### config.mk
export PLATFORM = sky130hd
export DESIGN_NAME = timing_rx
export DESIGN_NICKNAME = d
export VERILOG_FILES = /design/src/rtl/timing_rx.sv
export SDC_FILE = /design/constraint.sdc
export NUM_CORES = 1
export LEC_CHECK = 0
export ABC_AREA = 1
export CELL_PAD_IN_SITES_DETAIL_PLACEMENT = 1
export CELL_PAD_IN_SITES_GLOBAL_PLACEMENT = 1
export CORE_UTILIZATION = 44
export CTS_CLUSTER_DIAMETER = 30
export DETAILED_ROUTE_END_ITERATION = 8
export PLACE_DENSITY_LB_ADDON = 0.1
export REMOVE_ABC_BUFFERS = 1
export SLEW_MARGIN = 20
export SYNTH_ARGS = -nofsm -noshare
export SYNTH_HDL_FRONTEND = slang
export SYNTH_SLANG_ARGS = --single-unit
### constraint.sdc
create_clock -name clk -period 3.3 [get_ports clk]
set_input_delay 0.66 -clock clk [delete_from_list [all_inputs] [get_ports clk]]
set_output_delay 0.66 -clock clk [all_outputs]
set_load 0.02 [all_outputs]
### src/rtl/timing_rx.sv
// Receive-side monitor for the radar timing bus: measures CPI/PRI periods,
// sync delay and PRI count per CPI, and flags protocol violations.
module timing_rx #(
    parameter logic [31:0] TIMEOUT = 32'd1_000_000
) (
    input  logic        clk,
    input  logic        rst_n,
    input  logic        enable,
    input  logic        cpib,
    input  logic        cpie,
    input  logic        pri,
    input  logic        sync,
    input  logic [9:0]  exp_pri_num,
    input  logic        err_clr,
    output logic [31:0] meas_cpi_p,
    output logic [31:0] meas_pri_p,
    output logic [31:0] meas_sync_delay,
    output logic [9:0]  meas_pri_num,
    output logic        meas_valid,
    output logic        err_num,
    output logic        err_nocpie,
    output logic        err_orphan,
    output logic        err_timeout,
    output logic [1:0]  state
);

    typedef enum logic [1:0] {
        IDLE = 2'd0,
        WAIT = 2'd1,
        RUN  = 2'd2,
        GAP  = 2'd3
    } state_t;

    state_t      st;
    logic        cpib_q, cpie_q, pri_q, sync_q;
    logic        rise_cpib, rise_cpie, rise_pri, rise_sync;
    logic [31:0] cpi_cnt, pri_cnt;
    logic [31:0] cpi_cnt_inc, pri_cnt_inc;
    logic [9:0]  pri_num_acc, acc_next;
    logic        cpi_seen;
    logic        open_cpi;

    assign rise_cpib = cpib & ~cpib_q;
    assign rise_cpie = cpie & ~cpie_q;
    assign rise_pri  = pri  & ~pri_q;
    assign rise_sync = sync & ~sync_q;

    assign cpi_cnt_inc = (cpi_cnt == 32'hFFFF_FFFF) ? cpi_cnt : cpi_cnt + 32'd1;
    assign pri_cnt_inc = (pri_cnt == 32'hFFFF_FFFF) ? pri_cnt : pri_cnt + 32'd1;
    assign acc_next    = (rise_pri && pri_num_acc != 10'h3FF) ? pri_num_acc + 10'd1
                                                              : pri_num_acc;

    // The PRI counter also restarts when a CPI opens so the timeout measures from cpib.
    assign open_cpi = rise_cpib && (st != IDLE);

    assign state = st;

    always_ff @(posedge clk or negedge rst_n) begin
        if (!rst_n) begin
            cpib_q <= 1'b0;
            cpie_q <= 1'b0;
            pri_q  <= 1'b0;
            sync_q <= 1'b0;
        end else begin
            cpib_q <= cpib;
            cpie_q <= cpie;
            pri_q  <= pri;
            sync_q <= sync;
        end
    end

    always_ff @(posedge clk or negedge rst_n) begin
        if (!rst_n) begin
            st              <= IDLE;
            cpi_cnt         <= '0;
            pri_cnt         <= '0;
            pri_num_acc     <= '0;
            cpi_seen        <= 1'b0;
            meas_cpi_p      <= '0;
            meas_pri_p      <= '0;
            meas_sync_delay <= '0;
            meas_pri_num    <= '0;
            meas_valid      <= 1'b0;
            err_num         <= 1'b0;
            err_nocpie      <= 1'b0;
            err_orphan      <= 1'b0;
            err_timeout     <= 1'b0;
        end else begin
            meas_valid <= 1'b0;
            // Clear first so that a set condition later in this block wins.
            if (err_clr) begin
                err_num     <= 1'b0;
                err_nocpie  <= 1'b0;
                err_orphan  <= 1'b0;
                err_timeout <= 1'b0;
            end
            if (!enable) begin
                st          <= IDLE;
                cpi_cnt     <= '0;
                pri_cnt     <= '0;
                pri_num_acc <= '0;
                cpi_seen    <= 1'b0;
            end else begin
                cpi_cnt <= rise_cpib ? 32'd0 : cpi_cnt_inc;
                pri_cnt <= (rise_pri || open_cpi) ? 32'd0 : pri_cnt_inc;
                if (st != IDLE) begin
                    if (rise_pri)
                        meas_pri_p <= pri_cnt_inc;
                    if (rise_sync)
                        meas_sync_delay <= rise_pri ? 32'd0 : pri_cnt_inc;
                    if (rise_cpib) begin
                        cpi_seen <= 1'b1;
                        if (cpi_seen)
                            meas_cpi_p <= cpi_cnt_inc;
                    end
                end
                case (st)
                    IDLE: st <= WAIT;
                    WAIT, GAP: begin
                        if (rise_cpie)
                            err_orphan <= 1'b1;
                        if (rise_cpib) begin
                            st          <= RUN;
                            pri_num_acc <= {9'd0, rise_pri};
                        end
                    end
                    RUN: begin
                        if (rise_cpie) begin
                            meas_pri_num <= acc_next;
                            meas_valid   <= 1'b1;
                            if (acc_next != exp_pri_num)
                                err_num <= 1'b1;
                            if (rise_cpib) begin
                                pri_num_acc <= {9'd0, rise_pri};
                                st          <= RUN;
                            end else begin
                                st <= GAP;
                            end
                        end else if (rise_cpib) begin
                            err_nocpie  <= 1'b1;
                            pri_num_acc <= {9'd0, rise_pri};
                        end else if (pri_cnt >= TIMEOUT) begin
                            err_timeout <= 1'b1;
                            st          <= WAIT;
                        end else begin
                            pri_num_acc <= acc_next;
                        end
                    end
                    default: st <= IDLE;
                endcase
            end
        end
    end

endmodule

==> results of run 1 <==
## sequential cells by signal (all words and copies together) (netlist names), 2 cells and up
register         flops
cpi_cnt             32
meas_cpi_p          32
meas_pri_num        10
meas_pri_p          32
meas_sync_delay     32
pri_cnt             32
pri_num_acc         10
state                2
## per-stage QoR
step / worst slack (ns) / std cells / setup TNS (ns) / instance area (um2) / utilization
floorplan: -0.198 / 1127 / -2.14 / 9350 / -
global placement: 0.614 / 1552 / 0 / 11200 / 0.530
detailed placement: 0.501 / 1552 / 0 / 11200 / 0.530
CTS: 0.783 / 1584 / 0 / 11700 / 0.557
global route: 0.532 / 1584 / 0 / 11700 / 0.557
finish: 0.756 / 1584 / 0 / 11700 / 0.557
## cell type report
type                       count  area, um2  area share
clock buffer                  20        447      0.0380
inverter                     121        454      0.0387
sequential                   192       4800       0.409
multi-input combinational    814       4100       0.349
clock inverter                12        131      0.0112
timing repair buffer         150       1470       0.125
tap                          275        344      0.0293
## power by group through the flow
stage | clock (W) | sequential [W] | combinational (W)
after floorplan | 0 | 0.00337 | 0.000500
after global placement | 0 | 0.00297 | 0.00180
after detailed placement | 0 | 0.00298 | 0.00184
after CTS | 0.00213 | 0.00294 | 0.00186
after global routing | 0.00222 | 0.00298 | 0.00199
final | 0.00211 | 0.00294 | 0.00183
## per-layer routing
layer  global-route usage  wire [um]
met2                0.420      13000
met4               0.0786        405
met5                    0          0
met3               0.0373       1200
met1                0.368      13100
## worst max-delay path: stages (launching register included)
cell and delay (ns):
dfrtp_1 0.43, ha_1 0.27, inv_2 0.07, nor2_4 0.17, nand3_1 0.20, inv_2 0.12, nand4_4 0.61, buf_4 0.41
nand2_1 0.06, a22o_1 0.13
## worst min path at each step
stage	to	from	slack [ns]	depth (start not counted)
after global placement	meas_sync_delay[12]	meas_sync_delay[12]	0.47	2
after CTS	meas_pri_p[16]	rst_n	0.24	1
after floorplan	cpi_cnt[0]	rst_n	0.36	0
after global routing	meas_pri_p[22]	rst_n	0.26	1
after detailed placement	meas_cpi_p[12]	meas_cpi_p[12]	0.47	2
final	meas_pri_p[22]	rst_n	0.22	1
## cell usage in the layout, fill, tap and decap left out, types with 2 or more instances in the layout
| master | synthesis | routed |
|---|---|---|
| a21o_1 | 3 | 3 |
| inv_2 | 14 | 14 |
| o21ai_1 | 28 | 28 |
| nand3_1 | 44 | 44 |
| inv_6 | 0 | 3 |
| clkinv_2 | 0 | 4 |
| dfrtp_1 | 192 | 192 |
| clkdlybuf4s50_1 | 0 | 129 |
| clkbuf_16 | 0 | 17 |
| nand3b_1 | 5 | 5 |
| a22o_1 | 6 | 6 |
| ha_1 | 4 | 4 |
| nor2_4 | 6 | 6 |
| inv_1 | 105 | 105 |
| nor2_8 | 2 | 2 |
| nor4_1 | 5 | 5 |
| nand3_2 | 4 | 4 |
| nand2_1 | 304 | 304 |
| xor2_1 | 35 | 35 |
| a21oi_1 | 58 | 58 |
| nor2_1 | 140 | 140 |
| xnor2_1 | 20 | 20 |
| clkinv_1 | 2 | 2 |
| o21ai_0 | 27 | 27 |
| nand4_2 | 2 | 2 |
| nand2_2 | 6 | 6 |
| nor3_4 | 1 | 2 |
| o211ai_1 | 3 | 3 |
| a31oi_1 | 39 | 39 |
| nor2_2 | 5 | 5 |
| clkbuf_8 | 0 | 2 |
| clkbuf_1 | 24 | 2 |
| bufinv_16 | 0 | 2 |
| nand4_1 | 20 | 20 |
| nor3_1 | 33 | 33 |
| clkinv_4 | 0 | 2 |
| buf_4 | 0 | 19 |
## cell families (layout without fill, tap and decap cells)
kind of cell,after synthesis,after routing,share of synthesized area
AND/OR/NAND/NOR,585,585,0.273
flip-flops,192,192,0.505
AO/OA/AOI/OAI,169,169,0.0995
buffers and inverters,160,303,0.0649
XOR/XNOR,56,56,0.0523
adder cells (fa/ha/maj),4,4,0.00526
==> out/results.txt, run 1 <==
The launching instance or port of the critical path was pri_cnt[1]. The run gives 4 as the H-tree depth. The tools report the first-pass GRT wire length as 45400 um.

The first routing iteration left 415 violations. The logs give 0 for the remaining antenna violation count after routing and 192 for the number of clock sinks. The arrival time at the worst endpoint was 2.92 ns. The final-report setup violation count was 0; the proportion of register bits with asynchronous set or reset after synthesis was 1.00. By area the synthesized netlist is led by dfrtp_1 50%, nand2_1 12%, nor2_1 5.5%, inv_1 4.1%, xor2_1 3.2%. In the synthesized netlist, the number of instances is 1166. Class of the most critical hold timing path: in -> async. STA classifies the critical path endpoint as a flip-flop.

After floorplanning, the core was divided into 53 placement rows. The power consumption came out at 0.00687 W. The number of nets in the layout was 1318.

The via density per instance was 5.34; the layout cell share with drive strength beyond 1 was 0.0764. Clock-pin slew was measured on the worst setup and hold paths at 0.07 ns. The worst setup path is launched from a flip-flop. The routed wirelength normalized by instance count was 17.5 um; the initial core utilization was 0.451.

Each instance of the synthesized netlist takes up on average 8.16 um2. Of all nets on the critical path, the largest fanout is 51. dfrtp_1 takes more of the synthesized area than any other cell. For this design, the CTS-stage hold fixing added 0 buffers. The transition time at the pin with the least slew margin works out to 0.816 ns. The sequential power share came out at 0.428. The height of the die was 149 um; the ratio of final minimum period to clock period was 0.771.

The largest net degree at the start of global routing came out at 71. The number of unique standard cell types used by synthesis came out at 44. The most common cell in the netlist is nand2_1. The logs give 0.00468 W for the internal power summed over all cells and 0.505 for the sequential-to-total area share from yosys stat. The logs give 0 for the number of antenna violations at the first check in global routing and 0 for the count of inserted antenna diode cells. The HPWL after detailed placement is 19900 um.

On the final layout, the worst hold slack is 0.215 ns. The tools report the combinational share of power as 0.266. TritonCTS built the clock tree.

Critical path start-end classification: reg -> reg. The run finished with clean final reports. The total of buffers placed on input and output ports was 130; the static leakage was 5.40 nW. Setup repair after global routing left no endpoint under its margin. Post-CTS timing repair inserted 0 buffers for setup. The tools report the fmax as 0.393 GHz. Routability-driven placement finished with a final weighted congestion of 0.884. The run gives 0 as the count of unresolved DRC violations after routing. The via count of the first global-routing pass came out at 8699. Leading register cell type out of synthesis: dfrtp_1. The detailed-router iteration count before antenna repair came out at 5. Total grt overflow: 0.

The run gives 22200 um2 as the area enclosed by the die boundary. The remaining max-slew budget at the tightest pin is 0.455. I/O pin count: 131. The final route contains 8453 vias. The number of cells on the worst reg-to-reg path is 9.

The quantity of gates resized following cts was 0. In this run the horizontal extent of the chip is 149 um. The switching part of the total was 0.319; the post-synthesis to final-layout area growth was 23.5%.

The synthesized design contains 0 enable-type register cells. The run gives 2 as the buffer levels on the longest clock path. The run gives 9520 um2 as the netlist area before placement.

By count the netlist is led by 304 x nand2_1, 192 x dfrtp_1, 140 x nor2_1. Setup slack on the worst reg-to-reg path comes out at 0.76 ns. The logs give 27700 um for the aggregate routed wire length and 0 for the number of failing hold endpoints at the final stage. The proportion of netlist area held by the largest area contributor was 0.505; the overall fraction of global-route tracks in use was 0.262. The core region is 21100 um2.

The startpoint of the most critical register-to-register path is pri_cnt[1]. Number of pins exceeding their max-slew limit in the final report: 0. The relative contribution of the clock network to total power is 0.306. The fill cell total of the finished layout was 2555; the worst-skew pair later-pin latency was 0.45 ns. The routed design could run at a clock period as short as 2.54 ns. The power density over cell area came out at 585 nW/um2. The worst register-to-register path ends at meas_sync_delay[3]. Count of state elements after synthesis: 192.

The tools report the number of warnings reported in the yosys synthesis log as 0. The clock buffer count from CTS is 17. In this run the clock root is driven by a clkbuf_16. The max-cap violation count is 0. For the final database, setup skew stands at 0.0145 ns. VDD sags by at most 373 uV.

At the worst endpoint, the required time is 3.68 ns. The critical path ends at meas_sync_delay[3]. Summed over all nets, the switching power comes to 0.00219 W.
Power figures use the tool's default switching activity.
==> inputs of run 2 (changes only) <==
- CORE_UTILIZATION: 44 -> 37
- clock period: 3.3 -> 2 ns (I/O delays scaled with it)
==> run 2 against run 1 <==
  * Critical path depth up 4
  * Non-clock buffer count up 107
  * Global-route usage down 3.3 points
  * Sequential cell count unchanged
  * Register-to-register slack worse by 0.70 ns
  * Die area up 19%
  * Power up 70%
  * Worst setup slack worse by 0.70 ns
  * Final cell count up 10%
  * Critical endpoint is now meas_pri_p[20]
  * Largest cell class unchanged
  * Largest power group unchanged
  * Highest routed layer unchanged
==> out/results.txt, run 2 (synthesis gave the netlist of run 1 again) <==
The area growth from synthesis to layout is 36.7%. The run gives 13400 um (+2.6%) as the met2 routed wirelength. The startpoint type of the worst setup path is a flip-flop. Total routed wire length on the met1 layer: 14800 um (+13%). The logs give 0 (unchanged) for the number of antenna violations at the first check in global routing and 4350 um2 (+6.2%) for the area of the multi-input gates. Class of the most critical hold timing path: in -> async. The DRC violation total after the first TritonRoute iteration was 458 (+10%); the routed wirelength normalized by instance count was 16.8 um (-4.1%). The worst clock skew was 0.0149 ns (+0.000418 ns); the area enclosed by the die boundary was 26400 um2 (+19%).

For the via count of the first global-routing pass, the log shows 8790 (+1.0%). The tools report the register-to-register path setup slack as 0.05 ns (-0.70 ns). Launching instance or port of the critical path: pri_cnt[1]. The height of the die came out at 162 um (+8.9%). The run gives 2 (unchanged) as the buffer levels on the longest clock path.

TritonCTS built the clock tree. The power density over cell area works out to 895 nW/um2 (+53%). For the post-layout instance area, the log shows 13000 um2 (+11%). The number of clock sinks was 192 (unchanged); the maximum ir drop on the vdd rail was 459 uV (+23%). The ratio of final minimum period to clock period is 0.973 (+0.202), and the clock-pin slew reported for the worst setup and hold paths after clock tree synthesis is 0.08 ns (about the same). The logs give 0 (unchanged) for the count of unresolved DRC violations after routing and 0.44 ns (about the same) for the worst-skew pair later-pin latency.

The critical-path maximum fanout was 6 (-88%). The standard cell area after detailed placement is 12000 um2 (+7.7%), and the weighted congestion reported at the end of routability-driven placement is 0.876 (-0.87%). For the number of rows in the core area, the log shows 58 (+9.4%). The number of failing hold endpoints at the final stage was 0 (unchanged). The tools report the met3 routed wirelength as 967 um (-20%).

The placeable core region was 25200 um2 (+19%). The tools report the count of inserted antenna diode cells as 0 (unchanged). The fmax was 0.514 GHz (+31%); the transition time at the pin with the least slew margin was 0.390 ns (-0.426 ns). The tools report the non-filler instance count after layout as 1745 (+10%).

Detailed-router iteration count before antenna repair: 4 (-1). The total number of vias came out at 8713 (+3.1%). The critical path is of the reg -> reg type. For the fill cell total of the finished layout, the log shows 3016 (+18%).

Setup repair after global routing could not meet its margin everywhere. The via density per instance was 4.99 (-6.4%); the number of nets in the layout was 1425 (+8.1%). Area taken by flip-flops and latches: 4810 um2 (about the same). The run gives 4 (unchanged) as the H-tree depth. In this run the top signal layer used is met4. The library cell used most frequently in the layout, excluding fill and tap cells, is nand2_1. The logs give 0.738 (+0.283) for the remaining max-slew budget at the tightest pin and 6.00 nW (+11%) for the static leakage. The run gives 47500 um (+4.4%) as the first-pass GRT wire length. The total grt overflow is 0 (unchanged), and the aggregate routed wire length is 29300 um (+5.7%).

The max-cap violation count came out at 0 (unchanged). In the layout the commonest cells are 291 x nand2_1, 191 x dfrtp_1, 129 x nor2_1, 129 x clkdlybuf4s50_1, 113 x buf_4. The clock buffer count from CTS is 17 (unchanged).

The run gives 0.230 (-0.0327) as the overall fraction of global-route tracks in use. The tools report the detailed placement HPWL as 21400 um (+7.4%). Clock root buffer: clkbuf_16.

The aggregate negative setup slack is 0 ns (unchanged). For the initial core utilization, the log shows 0.378 (-0.0734). STA classifies the critical path endpoint as a flip-flop. The shortest period the worst path allows came out at 1.95 ns (-0.597 ns).

The flow ran to the end, and the final reports show no timing, DRC or antenna violations. The data required time of the critical path was 2.37 ns (-1.31 ns). For the cell count after placement, the log shows 1699 (+9.5%). The largest net degree at the start of global routing came out at 56 (-21%). Die width: 162 um (+8.9%). In this run the critical register-to-register path is launched from pri_cnt[1].

The endpoint identified for the worst register-to-register timing path is meas_pri_p[20]. The layout cell share with drive strength beyond 1 was 0.180 (+0.104); the total of buffers placed on input and output ports was 130 (unchanged). The number of pins exceeding their max-slew limit in the final report was 0 (unchanged); the remaining antenna violation count after routing was 0 (unchanged). The final-report setup violation count was 0 (unchanged); the cell count of the worst reg-to-reg path was 13 (+4).

The run gives 2.32 ns (-0.60 ns) as the arrival time at the worst endpoint. The tools report the I/O pin count as 131 (unchanged). The critical path ends at meas_pri_p[20].
==> run 2: final cells by class <==
class | count | area share
flip-flops and latches | 192 | 0.369
repair buffers | 257 | 0.184
clock buffers | 17 | 0.0327
multi-input cells | 814 | 0.335
well taps | 330 | 0.0317
clock inverters | 14 | 0.0130
inverters | 121 | 0.0351
==> run 2: report_power, final <==
part / switching [W] / internal [W]
clock network: 0.00166 / 0.00189
registers: 0.000365 / 0.00447
logic: 0.00172 / 0.00154
total: 0.00375 / 0.00790
==> run 2: routing by layer <==
metal | GRT usage | vias to the layer above
li1 | - | 4238
met1 | 0.342 | 4339
met2 | 0.354 | 123
met3 | 0.0349 | 13
met4 | 0.0425 | 0
met5 | 0 | -
==> run 2: how the worst min path moves through the flow <==
stage | endpoint | slack [ns] | cells past startpoint
2_1_floorplan | cpi_cnt[0] | 0.10 | 0
3_3_place_gp | meas_sync_delay[22] | 0.33 | 1
3_5_place_dp | meas_sync_delay[21] | 0.33 | 1
4_1_cts | pri_q | 0.42 | 1
5_1_grt | pri_q | 0.41 | 1
6_report | meas_sync_delay[21] | 0.43 | 2
==> run 2: per-stage QoR <==
step / setup slack, ns / utilization / total power [W] / hold slack, ns
2_1_floorplan: -1.24 / - / 0.00638 / 0.104
3_3_place_gp: -0.155 / 0.478 / 0.00809 / 0.333
3_5_place_dp: -0.200 / 0.478 / 0.00818 / 0.330
4_1_cts: 0.00652 / 0.503 / 0.0117 / 0.416
5_1_grt: -0.0507 / 0.517 / 0.0122 / 0.406
6_report: 0.0531 / 0.517 / 0.0117 / 0.430
==> run 2: critical path, stage by stage, from the launching register on <==
cell and delay [ns]:
dfrtp_1 0.39, ha_2 0.20, inv_2 0.04, nor2_4 0.11, nand2_4 0.09, nor2_8 0.10
nand2_4 0.06, nor2_4 0.15, nand3_4 0.16, nand2_4 0.14, xor2_4 0.19, buf_6 0.13
nand2_2 0.04, nand2_1 0.06
==> run 2: timing repair <==
item	CTS	global route
gates resized for setup	4	64
setup endpoints to repair	7	86
setup buffers	0	14
hold buffers	1	0
hold endpoints to repair	27	0
pin swaps	0	25
==> inputs of run 3 (changes only) <==
- CTS_BUF_LIST: default -> sky130_fd_sc_hd__clkbuf_4 sky130_fd_sc_hd__clkbuf_8 sky130_fd_sc_hd__clkbuf_16
==> results of run 3 <==
No change in the layout: final DEF, timing and power equal those of run 2.
